$ cat src/rtl/bcd_tick_counter.sv
// Multi-digit BCD event/time counter with a prescaled tick, preload, and a saturate or wrap overflow policy.
// Latency: Load is visible 1 cycle later, and the first tick comes TICK_DIV enabled cycles after a zero prescaler; there is no backpressure, and Enable=0 freezes state.
module bcd_tick_counter #(
    parameter int DIGITS   = 4,
    parameter int TICK_DIV = 50000,
    parameter int SATURATE = 1
) (
    input  logic                  Clock,
    input  logic                  Reset,
    input  logic                  Clear,
    input  logic                  Enable,
    input  logic                  Load,
    input  logic [4*DIGITS-1:0]   LoadValue,
    output logic [4*DIGITS-1:0]   BCD,
    output logic                  Tick,
    output logic                  Overflow,
    output logic                  AllNines
);

    localparam int              PW        = (TICK_DIV > 1) ? $clog2(TICK_DIV) : 1;
    localparam logic [PW-1:0]   PRESC_MAX = PW'(TICK_DIV - 1);

    logic [PW-1:0]          r_presc;
    logic [4*DIGITS-1:0]    r_bcd;
    logic                   r_tick;
    logic                   r_ovf;

    logic                   w_tick_now;
    logic [DIGITS-1:0]      w_is_nine;
    logic [4*DIGITS-1:0]    w_inc_bcd;
    logic [4*DIGITS-1:0]    w_next_bcd;
    logic [4*DIGITS-1:0]    w_load_bcd;

    assign w_tick_now = Enable && (r_presc == PRESC_MAX);

    genvar g;
    generate
        for (g = 0; g < DIGITS; g++) begin : g_digit
            assign w_is_nine[g] = (r_bcd[4*g +: 4] == 4'd9);
            // Out-of-range preload digits are pinned to 9 so digits never leave 0..9.
            assign w_load_bcd[4*g +: 4] = (LoadValue[4*g +: 4] > 4'd9) ? 4'd9 : LoadValue[4*g +: 4];
        end
    endgenerate

    always_comb begin : incr
        logic w_carry;
        w_inc_bcd = r_bcd;
        w_carry   = 1'b1;
        for (int i = 0; i < DIGITS; i++) begin
            if (w_carry) begin
                w_inc_bcd[4*i +: 4] = w_is_nine[i] ? 4'd0 : r_bcd[4*i +: 4] + 4'd1;
            end
            w_carry = w_carry && w_is_nine[i];
        end
    end

    // A plain increment of all-nines already rolls over to zero, so only saturation needs a hold.
    assign w_next_bcd = (AllNines && (SATURATE != 0)) ? r_bcd : w_inc_bcd;

    always_ff @(posedge Clock or posedge Reset) begin
        if (Reset) begin
            r_presc <= '0;
            r_bcd   <= '0;
            r_tick  <= 1'b0;
            r_ovf   <= 1'b0;
        end else if (Clear) begin
            r_presc <= '0;
            r_bcd   <= '0;
            r_tick  <= 1'b0;
            r_ovf   <= 1'b0;
        end else if (Load) begin
            r_presc <= '0;
            r_bcd   <= w_load_bcd;
            r_tick  <= 1'b0;
        end else if (w_tick_now) begin
            r_presc <= '0;
            r_bcd   <= w_next_bcd;
            r_tick  <= 1'b1;
            if (AllNines) begin
                r_ovf <= 1'b1;
            end
        end else begin
            r_tick <= 1'b0;
            if (Enable) begin
                r_presc <= r_presc + PW'(1);
            end
        end
    end

    assign BCD      = r_bcd;
    assign Tick     = r_tick;
    assign Overflow = r_ovf;
    assign AllNines = &w_is_nine;

endmodule
$ cat config.mk
export PLATFORM = sky130hd
export DESIGN_NAME = bcd_tick_counter
export DESIGN_NICKNAME = d
export VERILOG_FILES = /design/src/rtl/bcd_tick_counter.sv
export SDC_FILE = /design/constraint.sdc
export NUM_CORES = 1
export LEC_CHECK = 0
export ABC_AREA = 1
export BUFFER_PORTS_ARGS = -buffer_cell sky130_fd_sc_hd__buf_2
export CORE_ASPECT_RATIO = 0.8
export CORE_MARGIN = 3
export CORE_UTILIZATION = 40
export CTS_BUF_LIST = sky130_fd_sc_hd__clkbuf_4
export DETAILED_ROUTE_END_ITERATION = 8
export PLACE_DENSITY = 0.61
export SLEW_MARGIN = 20
export SYNTH_ARGS = -nofsm -noshare
export SYNTH_HDL_FRONTEND = slang
export SYNTH_SLANG_ARGS = --single-unit
$ cat constraint.sdc
create_clock -name Clock -period 1.85 [get_ports Clock]
set_input_delay 0.185 -clock Clock [delete_from_list [all_inputs] [get_ports Clock]]
set_output_delay 0.185 -clock Clock [all_outputs]
set_load 0.1 [all_outputs]
## Yosys cells after proc, flatten, opt, wreduce, memory -nomap -nowiden

Index checks and enable logic that the tools add are counted.

- Flip-flop bits (word level): 34
- Input port bits: 21
- Output and inout bits: 19
- Word-level logic and storage cells: 65

- Reduce and logical (&&, ||, !) cells: 16
- Add/sub/neg operators: 5
- Order comparisons: 4
- Equal/unequal tests: 7
- Muxes and demuxes: 26

Operator list:

| operator | count |
|---|---|
| 2-to-1 mux 16 bit | 8 |
| 2-to-1 mux 4 bit | 11 |
| adder 16 x 1 -> 16 bit (second input constant) | 1 |
| adder 4 x 1 -> 4 bit (second input constant) | 4 |
| == test 16 bit (second input constant) | 1 |
| == test 4 bit (second input constant) | 4 |
| greater-than comparator 4 bit (second input constant) | 4 |
| AND reduction 3 bit | 4 |
| nonzero test 3 bit | 4 |
| 2-to-1 mux 1 bit | 7 |
| AND reduction 4 bit | 1 |
| nonzero test 2 bit | 2 |
| nonzero test 4 bit | 1 |
| logical AND 1 bit | 3 |
| != test 3 bit (second input constant) | 1 |
| != test 2 bit (second input constant) | 1 |
| AND reduction 2 bit | 1 |

## Depth between registers and ports, before layout

- Depth after elaboration: 8
- Depth in mapped cells: 9
- Mapped depth without buffers: 9

## Least setup slack after synthesis

OpenSTA, ideal clock, no wires.

- Path type: register -> register
- Start point: register r_bcd[0], in the netlist BCD[0]
- End point: register r_ovf, in the netlist Overflow
- Setup slack: -2.922 ns
- Required time: 1.772 ns
- Stages on the path, launching flop included: 8
- Data arrival time: 4.694 ns
- Setup time: 0.078 ns
- Cells stage by stage: dfrtp_1 ha_1 nand2_1 nor2_2 inv_1 nor4_1 nand2_1 nand2_1

- Cells in the longest elaborated chain, start to end: 4

Ends and longest elaborated chain:

| item | RTL line | source |
|---|---|---|
| start, declared | 24 | `logic [4*DIGITS-1:0] r_bcd;` |
| start signal, assigned | 73 | `r_bcd <= w_load_bcd;` |
| start signal, assigned | 77 | `r_bcd <= w_next_bcd;` |
| == test 4 bit | 39 | `assign w_is_nine[g] = (r_bcd[4*g +: 4] == 4'd9);` |
| AND reduction 4 bit | 93 | `assign AllNines = &w_is_nine;` |
| net AllNines | 17 | `output logic AllNines` |
| nonzero test 2 bit (no line) | - |  |
| AND reduction 3 bit (no line) | - |  |
| end signal, assigned | 65 | `r_ovf <= 1'b0;` |
| end signal, assigned | 70 | `r_ovf <= 1'b0;` |
| end signal, assigned | 80 | `r_ovf <= 1'b1;` |
| end, declared | 26 | `logic r_ovf;` |

The timed path passes the listed nets, and every way through them passes these cells.
A chain may end at the register's enable or synchronous reset.

## Worst setup path in the final report

- Start point: register r_bcd[9], in the netlist BCD[9]
- End point: output AllNines

- Cells in the longest elaborated chain, start to end: 2

Ends and longest elaborated chain:

| item | RTL line |
|---|---|
| == test 4 bit | 39 |
| AND reduction 4 bit | 93 |
| end, declared | 17 |

Every way passes these cells.

==> run metrics <==
Place WS 130 ps; number of diodes 0; Power, Total between 2 and 2.5 mW; Psw 0.870 mW; WP data arrival 1720 ps; RR Endpoint BCD[15]; routed wire length per instance 12.7 µm; clock transition at the registers of the reported paths 110 ps; gr usage total a little under a fifth; DRT Wirelength 5940 µm; Yosys cell types 28; Fin Clk Skew 9.41 ps; layout cells sized above 1 25.9%; Site Rows 24; chip height 73.9 µm; crit-path cells inv_2 -> ha_4 -> nand3_4 -> buf_6 -> nor4_4 -> buf_12; via count 2312; hold path depth 3; YS warnings 0; nets@finish 419; mapped cell area 2300 µm²; Rel. slew slack 67.3%; Clk pwr share 21.1%; Worst Path Required 1660 ps; DRC errors left 0; total grt overflow 0; CORE AREA 5500 µm²; Sw Ratio 42.9%; Port Buf Inserts 39; setup slack after layout -55.3 ps; clock tree from TritonCTS done; Worst R2R Start BCD[1]; slowest CP cell dfrtp_2; failing checks setup timing; syn_area_per_cell ~7 µm²; Initial Util 41.9%; fillers 526; internal power 1.16 mW; Ports 40; flop2flop setup slack roughly 150 ps; # Max-Cap Violations 0; Max Clock Freq 0.525 GHz; area of the multi-input gates approximately 1300 µm²; Max clock buf depth 2; Chip Width slightly above 90 µm; hold-critical path endpoint r_presc[0]; CP startpoint kind register; part of the power in registers 42.8%; Die ar. 6710 µm²; Post-DP Area 2710 µm²; crit end category output port; worst hold start Enable; initial DRC count 95; gpl congestion 0.882; CP max FO 2; final setup fails 1; final count of hold timing violations 0; CTS Buf Count 5; H-tree levels 2; fin crit share 103%; Register Area 882 µm²; Max Transition Viols Final 0; post-detailed-route count of antenna-violating nets 0; largest net degree at the start of global routing 35; combinational power share 36.1%; Pwr Density approximately 700 nW/µm²; sequential area share after synthesis 36.9%; CP Class reg2out; R2R depth 10; status finished, violations left; CP max stage delay between 400 and 500 ps; first-pass GRT wire length 9950 µm; clock sinks 34; TritonRoute pass-1 iters 4; Worst-Skew Late Latency 350 ps; Yosys reg bits 34; initial antenna violation count 0; Post-DP HPWL 4360 µm; largest vdd supply drop ~0.00040 V; routed vias/inst ~4.9; Tmin final 1910 ps; number of global-route vias before repair 2062; Mapped Cells 327; RSZ-0062 raised after global routing true; Hold WC Path Type in2reg; Worst Tran Pin Value 493 ps; leakage ~1.5 nW; Root Buffer clkbuf_4; Mapped Nets 357; area delta synth->final 25.4%; fin area just under 3000 µm²
## per-layer routing
layer  share of wire (%)  track usage (%)  wire length [µm]
met1                  52             27.5              3060
met2                  43             27.1              2550
met3                 4.2             3.58               247
met4                 1.2             6.19                73
met5                   0                0                 0
## sequential cells by signal, indices dropped and copies added (netlist names)
signal    cells
Overflow      1
BCD          16
Tick          1
r_presc      16
## cells in the mapped netlist
cell	number	share of area, %
o21bai_1	2	0.65
nand3_2	1	0.43
nand2_1	100	16
nand3b_1	3	0.98
nand4_2	1	0.54
nand3_1	24	5.2
a21boi_0	1	0.33
a21oi_1	9	2.0
nor2_1	42	6.8
nor4_1	1	0.27
inv_1	36	5.9
nor3b_1	1	0.33
o21ai_2	1	0.38
inv_4	2	0.54
xnor2_1	8	3.0
and3_1	1	0.27
o21ai_0	15	3.3
buf_6	3	1.5
buf_2	1	0.22
nor2_2	2	0.54
nand2_2	3	0.81
nor3_1	4	0.87
xor2_1	4	1.5
nor2_4	2	0.98
nand4_1	16	4.3
ha_1	9	4.9
dfrtp_1	34	37
o21ai_1	1	0.22
## cell usage in the layout, fill, tap and decap left out, types with 2 or more instances in the layout
master / count
inv_1: 33
a21oi_1: 9
inv_4: 2
nand4_1: 16
o21bai_1: 2
buf_2: 38
nand3b_1: 3
nand3_1: 22
buf_4: 17
inv_2: 3
clkbuf_4: 6
nor3_1: 4
buf_6: 2
ha_4: 2
nor2_1: 42
nand2_2: 3
dfrtp_4: 5
o21ai_0: 15
xor2_1: 4
nand2_1: 99
dfrtp_1: 19
ha_1: 7
dfrtp_2: 10
nand3_2: 2
nor2_4: 3
xnor2_1: 8
## through the flow
stage | utilization, % | setup TNS [ps] | hold slack (ps) | instances
after CTS | 52.2 | -56.0 | 202 | 468
after detailed placement | 49.2 | 0 | 314 | 449
after global routing | 52.6 | -143 | 226 | 468
final | 52.6 | -55.3 | 217 | 468
after global placement | 49.2 | 0 | 310 | 449
after floorplan | - | -1270 | 326 | 327
## power groups by stage
stage | clock (mW) | combinational, mW | sequential, mW
6_report | 0.427 | 0.732 | 0.869
5_1_grt | 0.468 | 0.796 | 0.878
4_1_cts | 0.439 | 0.726 | 0.867
3_5_place_dp | 0 | 0.651 | 0.907
3_3_place_gp | 0 | 0.650 | 0.903
2_1_floorplan | 0 | 0.223 | 1.19
## kinds of logic (layout without fill, tap and decap cells)
logic type | after synthesis | after routing | synth area share (%)
adder cells (fa/ha/maj) | 9 | 9 | 4.89
XOR/XNOR | 12 | 12 | 4.56
AO/OA/AOI/OAI | 29 | 29 | 6.79
flip-flops | 34 | 34 | 36.9
buffers and inverters | 42 | 105 | 8.09
AND/OR/NAND/NOR | 201 | 201 | 38.7
## worst max path at each step
| stage | slack (ps) | start | cells past startpoint | to |
|---|---|---|---|---|
| after floorplan | -670 | BCD[1] | 8 | Overflow |
| after global placement | 150 | BCD[1] | 7 | AllNines |
| after detailed placement | 130 | BCD[1] | 7 | AllNines |
| after CTS | -60 | BCD[9] | 6 | AllNines |
| after global routing | -140 | BCD[9] | 6 | AllNines |
| final | -60 | BCD[9] | 6 | AllNines |
## area by class of cell
cell class / count / share of cell area [%]
multi-input cells: 251 / 46.3
flip-flops and latches: 34 / 30.5
repair buffers: 59 / 12.8
inverters: 38 / 5.11
well taps: 78 / 3.38
clock buffers: 6 / 1.56
clock inverters: 2 / 0.303
## timing repair
action / CTS / global route
endpoints found under the setup margin: 1 / 4
endpoints found under the hold margin: 34 / 0
setup buffers: 10 / 0
hold buffers: 1 / 0
pin swaps: 3 / 0
gates resized for setup: 5 / 4
## worst max-delay path: cells and delay by family, from the launching register on
kind / cells / cell delay [ps]
fa+ha+maj: 1 / 130
flops: 1 / 430
buf+inv: 3 / 420
simple gates: 2 / 390
Note: power is estimated with default switching activity, not from simulation.
